File: config.mk
export PLATFORM = sky130hd
export DESIGN_NAME = fdsti_info_scheduler
export DESIGN_NICKNAME = d
export VERILOG_FILES = /design/src/rtl/fdsti_sched_pkg.sv /design/src/rtl/fdsti_info_scheduler_rr_arbiter.sv /design/src/rtl/fdsti_info_scheduler.sv
export SDC_FILE = /design/constraint.sdc
export NUM_CORES = 1
export LEC_CHECK = 0
export CORE_ASPECT_RATIO = 1.5
export CORE_UTILIZATION = 42
export CTS_CLUSTER_DIAMETER = 100
export DETAILED_ROUTE_END_ITERATION = 10
export HOLD_SLACK_MARGIN = 0.15
export PLACE_DENSITY = 0.87
export SETUP_SLACK_MARGIN = 0.2
export SKIP_CTS_REPAIR_TIMING = 1
export SLEW_MARGIN = 15
export SYNTH_ARGS = -nofsm -noshare
export SYNTH_HDL_FRONTEND = slang
export SYNTH_HIERARCHICAL = 1
export SYNTH_SLANG_ARGS = --single-unit
File: constraint.sdc
create_clock -name clk -period 3.79 [get_ports clk]
set_input_delay 1.137 -clock clk [delete_from_list [all_inputs] [get_ports clk]]
set_output_delay 1.137 -clock clk [all_outputs]
set_load 0.05 [all_outputs]
File: src/rtl/fdsti_sched_pkg.sv
// Shared widths, descriptor field offsets and scheduler state encoding for the
// FDSTI descriptor scheduler.
package fdsti_sched_pkg;

  localparam int FDSSI_W = 12;
  localparam int SSI_W   = 8;
  localparam int STI_W   = 8;
  localparam int CNT_W   = 8;
  localparam int INFO_W  = FDSSI_W + SSI_W + STI_W + CNT_W;

  // Descriptor layout {FDSSI, SSI, STI, CNT}, CNT in the LSBs
  localparam int CNT_OFF   = 0;
  localparam int STI_OFF   = CNT_W;
  localparam int SSI_OFF   = CNT_W + STI_W;
  localparam int FDSSI_OFF = CNT_W + STI_W + SSI_W;

  typedef enum logic [1:0] {
    IDLE = 2'd0,
    CMD  = 2'd1,
    XFER = 2'd2
  } state_e;

endpackage

File: src/rtl/fdsti_info_scheduler_rr_arbiter.sv
// Combinational round-robin arbiter: the lowest set request strictly after ptr,
// wrapping modulo N, found by masking a doubled copy of the request vector.
module rr_arbiter #(
  parameter int N = 4,
  parameter int W = $clog2(N)
) (
  input  logic [N-1:0] req,
  input  logic [W-1:0] ptr,
  output logic [N-1:0] gnt,
  output logic [W-1:0] idx
);

  logic [2*N-1:0] dbl;
  logic [2*N-1:0] msk;
  logic [2*N-1:0] masked;
  logic           found;

  always_comb begin
    dbl    = {req, req};
    msk    = {(2*N){1'b1}} << (int'(ptr) + 1);
    masked = dbl & msk;
    found  = 1'b0;
    idx    = '0;
    // The upper copy guarantees every request in ptr+1 .. ptr+N is seen
    for (int i = 0; i < 2*N; i++) begin
      if (masked[i] && !found) begin
        found = 1'b1;
        idx   = i[W-1:0];
      end
    end
    gnt = found ? (N'(1) << idx) : '0;
  end

endmodule

File: src/rtl/fdsti_info_scheduler.sv
// Round-robin drain of the per-lane block-descriptor FIFOs: pops one descriptor,
// issues it as a reader command and checks the beat count at the block's tlast.
module fdsti_info_scheduler
  import fdsti_sched_pkg::*;
#(
  parameter int LANES  = 4,
  parameter int LANE_W = 2
) (
  input  logic                    clk,
  input  logic                    rst,
  input  logic [LANES*INFO_W-1:0] s_info,
  input  logic [LANES-1:0]        s_info_tvalid,
  output logic [LANES-1:0]        s_info_tready,
  input  logic [LANES-1:0]        lane_enable,
  output logic                    m_cmd_tvalid,
  input  logic                    m_cmd_tready,
  output logic [LANE_W-1:0]       m_cmd_lane,
  output logic [FDSSI_W-1:0]      m_cmd_fdssi,
  output logic [SSI_W-1:0]        m_cmd_ssi,
  output logic [STI_W-1:0]        m_cmd_sti,
  output logic [CNT_W-1:0]        m_cmd_len,
  input  logic                    mon_tvalid,
  input  logic                    mon_tready,
  input  logic                    mon_tlast,
  output logic                    busy,
  output logic                    err_len,
  output logic [LANE_W-1:0]       err_lane,
  output logic                    err_stray
);

  logic [LANES-1:0]   req;
  logic [LANES-1:0]   gnt;
  logic [LANE_W-1:0]  gidx;
  logic [INFO_W-1:0]  sel_info;
  logic               beat;
  logic [CNT_W-1:0]   cnt_next;

  state_e             state_q, state_d;
  logic [LANE_W-1:0]  ptr_q, ptr_d;
  logic [CNT_W-1:0]   cnt_q, cnt_d;
  logic [LANE_W-1:0]  lane_q, lane_d;
  logic [FDSSI_W-1:0] fdssi_q, fdssi_d;
  logic [SSI_W-1:0]   ssi_q, ssi_d;
  logic [STI_W-1:0]   sti_q, sti_d;
  logic [CNT_W-1:0]   len_q, len_d;
  logic               cmd_valid_q, cmd_valid_d;
  logic               busy_q, busy_d;
  logic               err_len_q, err_len_d;
  logic [LANE_W-1:0]  err_lane_q, err_lane_d;
  logic               err_stray_q, err_stray_d;

  rr_arbiter #(.N(LANES), .W(LANE_W)) u_arb (
    .req (req),
    .ptr (ptr_q),
    .gnt (gnt),
    .idx (gidx)
  );

  assign req      = s_info_tvalid & lane_enable;
  assign beat     = mon_tvalid & mon_tready;
  assign sel_info = s_info[int'(gidx)*INFO_W +: INFO_W];
  assign cnt_next = cnt_q + CNT_W'(1);

  always_comb begin
    state_d       = state_q;
    ptr_d         = ptr_q;
    cnt_d         = cnt_q;
    lane_d        = lane_q;
    fdssi_d       = fdssi_q;
    ssi_d         = ssi_q;
    sti_d         = sti_q;
    len_d         = len_q;
    err_lane_d    = err_lane_q;
    err_len_d     = 1'b0;
    err_stray_d   = 1'b0;
    s_info_tready = '0;
    unique case (state_q)
      IDLE: begin
        err_stray_d = beat;
        if (|req) begin
          s_info_tready = gnt;
          lane_d        = gidx;
          fdssi_d       = sel_info[FDSSI_OFF +: FDSSI_W];
          ssi_d         = sel_info[SSI_OFF +: SSI_W];
          sti_d         = sel_info[STI_OFF +: STI_W];
          len_d         = sel_info[CNT_OFF +: CNT_W];
          state_d       = CMD;
        end
      end
      CMD: begin
        // A beat in the accept cycle precedes the block and is not counted
        err_stray_d = beat;
        if (m_cmd_tready) begin
          cnt_d   = '0;
          state_d = XFER;
        end
      end
      XFER: begin
        if (beat) begin
          cnt_d = cnt_next;
          if (mon_tlast) begin
            if (cnt_next != len_q) begin
              err_len_d  = 1'b1;
              err_lane_d = lane_q;
            end
            ptr_d   = lane_q;
            state_d = IDLE;
          end
        end
      end
      default: state_d = IDLE;
    endcase
    cmd_valid_d = (state_d == CMD);
    busy_d      = (state_d != IDLE);
  end

  always_ff @(posedge clk or posedge rst) begin
    if (rst) begin
      state_q     <= IDLE;
      ptr_q       <= LANE_W'(LANES - 1);
      cnt_q       <= '0;
      lane_q      <= '0;
      fdssi_q     <= '0;
      ssi_q       <= '0;
      sti_q       <= '0;
      len_q       <= '0;
      cmd_valid_q <= 1'b0;
      busy_q      <= 1'b0;
      err_len_q   <= 1'b0;
      err_lane_q  <= '0;
      err_stray_q <= 1'b0;
    end else begin
      state_q     <= state_d;
      ptr_q       <= ptr_d;
      cnt_q       <= cnt_d;
      lane_q      <= lane_d;
      fdssi_q     <= fdssi_d;
      ssi_q       <= ssi_d;
      sti_q       <= sti_d;
      len_q       <= len_d;
      cmd_valid_q <= cmd_valid_d;
      busy_q      <= busy_d;
      err_len_q   <= err_len_d;
      err_lane_q  <= err_lane_d;
      err_stray_q <= err_stray_d;
    end
  end

  assign m_cmd_tvalid = cmd_valid_q;
  assign m_cmd_lane   = lane_q;
  assign m_cmd_fdssi  = fdssi_q;
  assign m_cmd_ssi    = ssi_q;
  assign m_cmd_sti    = sti_q;
  assign m_cmd_len    = len_q;
  assign busy         = busy_q;
  assign err_len      = err_len_q;
  assign err_lane     = err_lane_q;
  assign err_stray    = err_stray_q;

endmodule

==> run metrics <==
result of the run finished, final reports clean; std cell rows 41; number of distinct standard cells referenced by the synthesized netlist 49; final hold violations 0; Hold Startpoint ptr_q[0]$_DFFE_PP1P_; synth cell count leaders dfrtp_1 (54), mux4_2 (36), mux2_4 (34); Die X-Extent between 70 and 80 um; CTS H-Tree Depth 2; clock-pin transition on the worst setup and hold timing paths around 0.060 ns; stage delay of the slowest cell on the critical path 0.40 ns; mean routed wirelength per cell 19.0 um; antenna violations before repair 0; RSZ-0062 raised after global routing false; post-route setup TNS 0 ns; largest voltage drop on the vdd net 0.000457 V; maximum achievable frequency about 0.28 GHz; slowest cell on the critical path clkdlybuf4s50_1; time the final worst path needs with I/O delays and setup about 3.6 ns; cts bufs inserted 5; MaxCap Viol Count 0; Synth-to-Final Area Change 68.1%; source-to-sink clock delay at the later pin of the worst-skew pair slightly below 0.3 ns; Worst Setup Path Type input pin to output pin; post-synth top area cell dfrtp_1; top cell type's share of synthesized area 37.1%; final period utilization a little over nine tenths; ant diodes 0; primary flip-flop cell chosen by synthesis mapping dfrtp_1; first-pass GRT wire length about 17000 um; most repeated library cell on the critical path and2_4; capturing element type of the critical path output pin; starting density of the core between 40 and 50%; Initial DRT Pass Iterations 5; Die H 116 um; number of DRC markers after the initial detailed-route iteration 131; data required time of the worst path between 2 and 3 ns; final RePlAce weighted congestion ~0.83; worst-margin pin slew ~0.55 ns; Antenna Violating Nets Remaining 0; fraction of final layout cells sized beyond drive strength 1 a little over a quarter; critical-path cell list clkdlybuf4s50_1 > and2_4 > nor2_4 > a21oi_2 > o2bb2ai_1 > and2_4 > buf_8; max-slew violation count 0; vias in the first global route around 3.3k; number of buffers on the longest clock path 2; final HPWL from detailed placement a little under 9000 um; critical path startpoint category input pin; total leakage power ~2.6 nW; sequential cell area fraction in the yosys report between 30% and 40%; dominant combinational cell family by area after synthesis multiplexers; post-detailed-route via-to-cell ratio 5.40; headroom to the max-slew limit 63.0%; number of enable-type register cells in the synthesized netlist 0; CTS tree yes; worst clock skew on the final layout 0.00654 ns; Top delay family on crit path buffers and inverters; share of cell area taken by muxes after synthesis 37.8%; root buf cell clkbuf_16; Final #Nets around 640; fill count roughly 580; GR Overflow Total 0; Total Die Area 9060 um2; worst hold path type register to register; area of the placeable core around 8400 um2; launching point of the worst reg2reg path ptr_q[0]$_DFFE_PP1P_; WP buf/inv 2; count of input and output buffers around 210; timing startpoint of the critical path s_info_tvalid[2]; number of storage elements in the synthesis netlist 56; total wire length approximately 11000 um; Via Count 3162; reg-to-reg slack, setup roughly 1.1 ns; cell with the most instances after synthesis dfrtp_1; Core Util, Final just over 70%; average cell area after synthesis around 14 um2; synthesized-area fraction occupied by and/or/nand/nor cells under 10%; instance count of the mapped netlist roughly 270; Syn Nets about 430; Setup WS pre-CTS between 0.015 and 0.02 ns; CTS Sinks 56; Synth async-reset ratio 100%; CP Data Arrival Time 2.44 ns; compound-gate portion of the synthesized area roughly 7.5%; Area contributors post-synth dfrtp_1 (37%), mux4_2 (22%), mux2_4 (14%), nand2_1 (2.2%), o21ai_0 (1.8%); largest net degree at the start of global routing 31; fraction of synthesized cell area in xor and xnor cells approximately 3%; largest fanout of any net on the critical path 5; post-synth design cell area roughly 3600 um2; Synth warnings 6; final setup violation count 0; final worst slack ~0.22 ns; post-synthesis share of cell area spent on full adders, half adders and majority gates less than 1%; Pwr Density 719 nW/um2; post-detailed-route DRC marker count 0; ports placed on the boundary between 200 and 250; total track usage between 20% and 30%
kinds of logic after synthesis:
group	after synthesis
AND/OR/NAND/NOR	63
multiplexers	75
buffers and inverters	24
flip-flops	56
XOR/XNOR	11
adder cells (fa/ha/maj)	1
AO/OA/AOI/OAI	36
layer usage:
metal	part of all wire [%]	GRT usage (%)	vias up	wire length, um
met3	4.8	4.33	31	531
li1	-	-	1434	-
met1	33	24.8	1569	3730
met5	0	0	-	0
met2	58	47.1	128	6520
met4	3.3	8.77	0	370
final timing paths:
| path | endpoint | cells past startpoint |
|---|---|---|
| setup / recovery | s_info_tready[1] | 7 |
| hold reg to reg | ptr_q[0]$_DFFE_PP1P_ | 2 |
| max in group asynchronous | ptr_q[0]$_DFFE_PP1P_ | 3 |
| hold / removal | ptr_q[0]$_DFFE_PP1P_ | 2 |
| setup reg to reg | m_cmd_fdssi[9]$_DFFE_PP0P_ | 8 |
| min in group asynchronous | m_cmd_sti[5]$_DFFE_PP0P_ | 2 |
stage by stage:
stage	total power, mW	instances	area [um2]	hold slack [ns]
floorplan	3.04	266	3640	0.439
global placement	3.87	574	5860	0.490
detailed placement	3.92	574	5860	0.496
CTS	4.39	582	6000	0.514
global route	4.59	586	6120	0.529
finish	4.40	586	6120	0.510
worst register-to-register path, delay by kind of cell, from the launching register on:
kind	cells	cell delay (ns)
mux	2	0.75
simple gates	2	0.57
compound gates	1	0.18
buf+inv	3	0.50
flops	1	0.59
area by class of cell:
cell class	instances	area (um2)	area share (%)
inverter	7	26.3	0.429
tap	107	134	2.19
sequential	56	1400	22.9
multi-input combinational	186	2170	35.5
timing repair buffer	222	2250	36.7
clock inverter	1	8.76	0.143
clock buffer	7	133	2.17
power by group:
part	switching [mW]	internal, mW	leakage [nW]
combinational	1.51	1.36	1.81
clock	0.207	0.247	0.0681
sequential	0.217	0.866	0.679
total	1.93	2.47	2.56
state kept, by name, summed over array words and instances, names as in the netlist, 8 cells and up:
register,flops
m_cmd_fdssi,12
cnt_q,8
m_cmd_len,8
m_cmd_ssi,8
m_cmd_sti,8
layout by cell type (no fill, tap or decap), types with 9 or more instances in the layout:
cell             count
dfrtp_1             54
mux2_4              34
nor2_1               9
buf_4               13
o21ai_0             13
clkdlybuf4s50_1    195
mux4_2              36
nand2_1             21
Note: power is estimated with default switching activity, not from simulation.
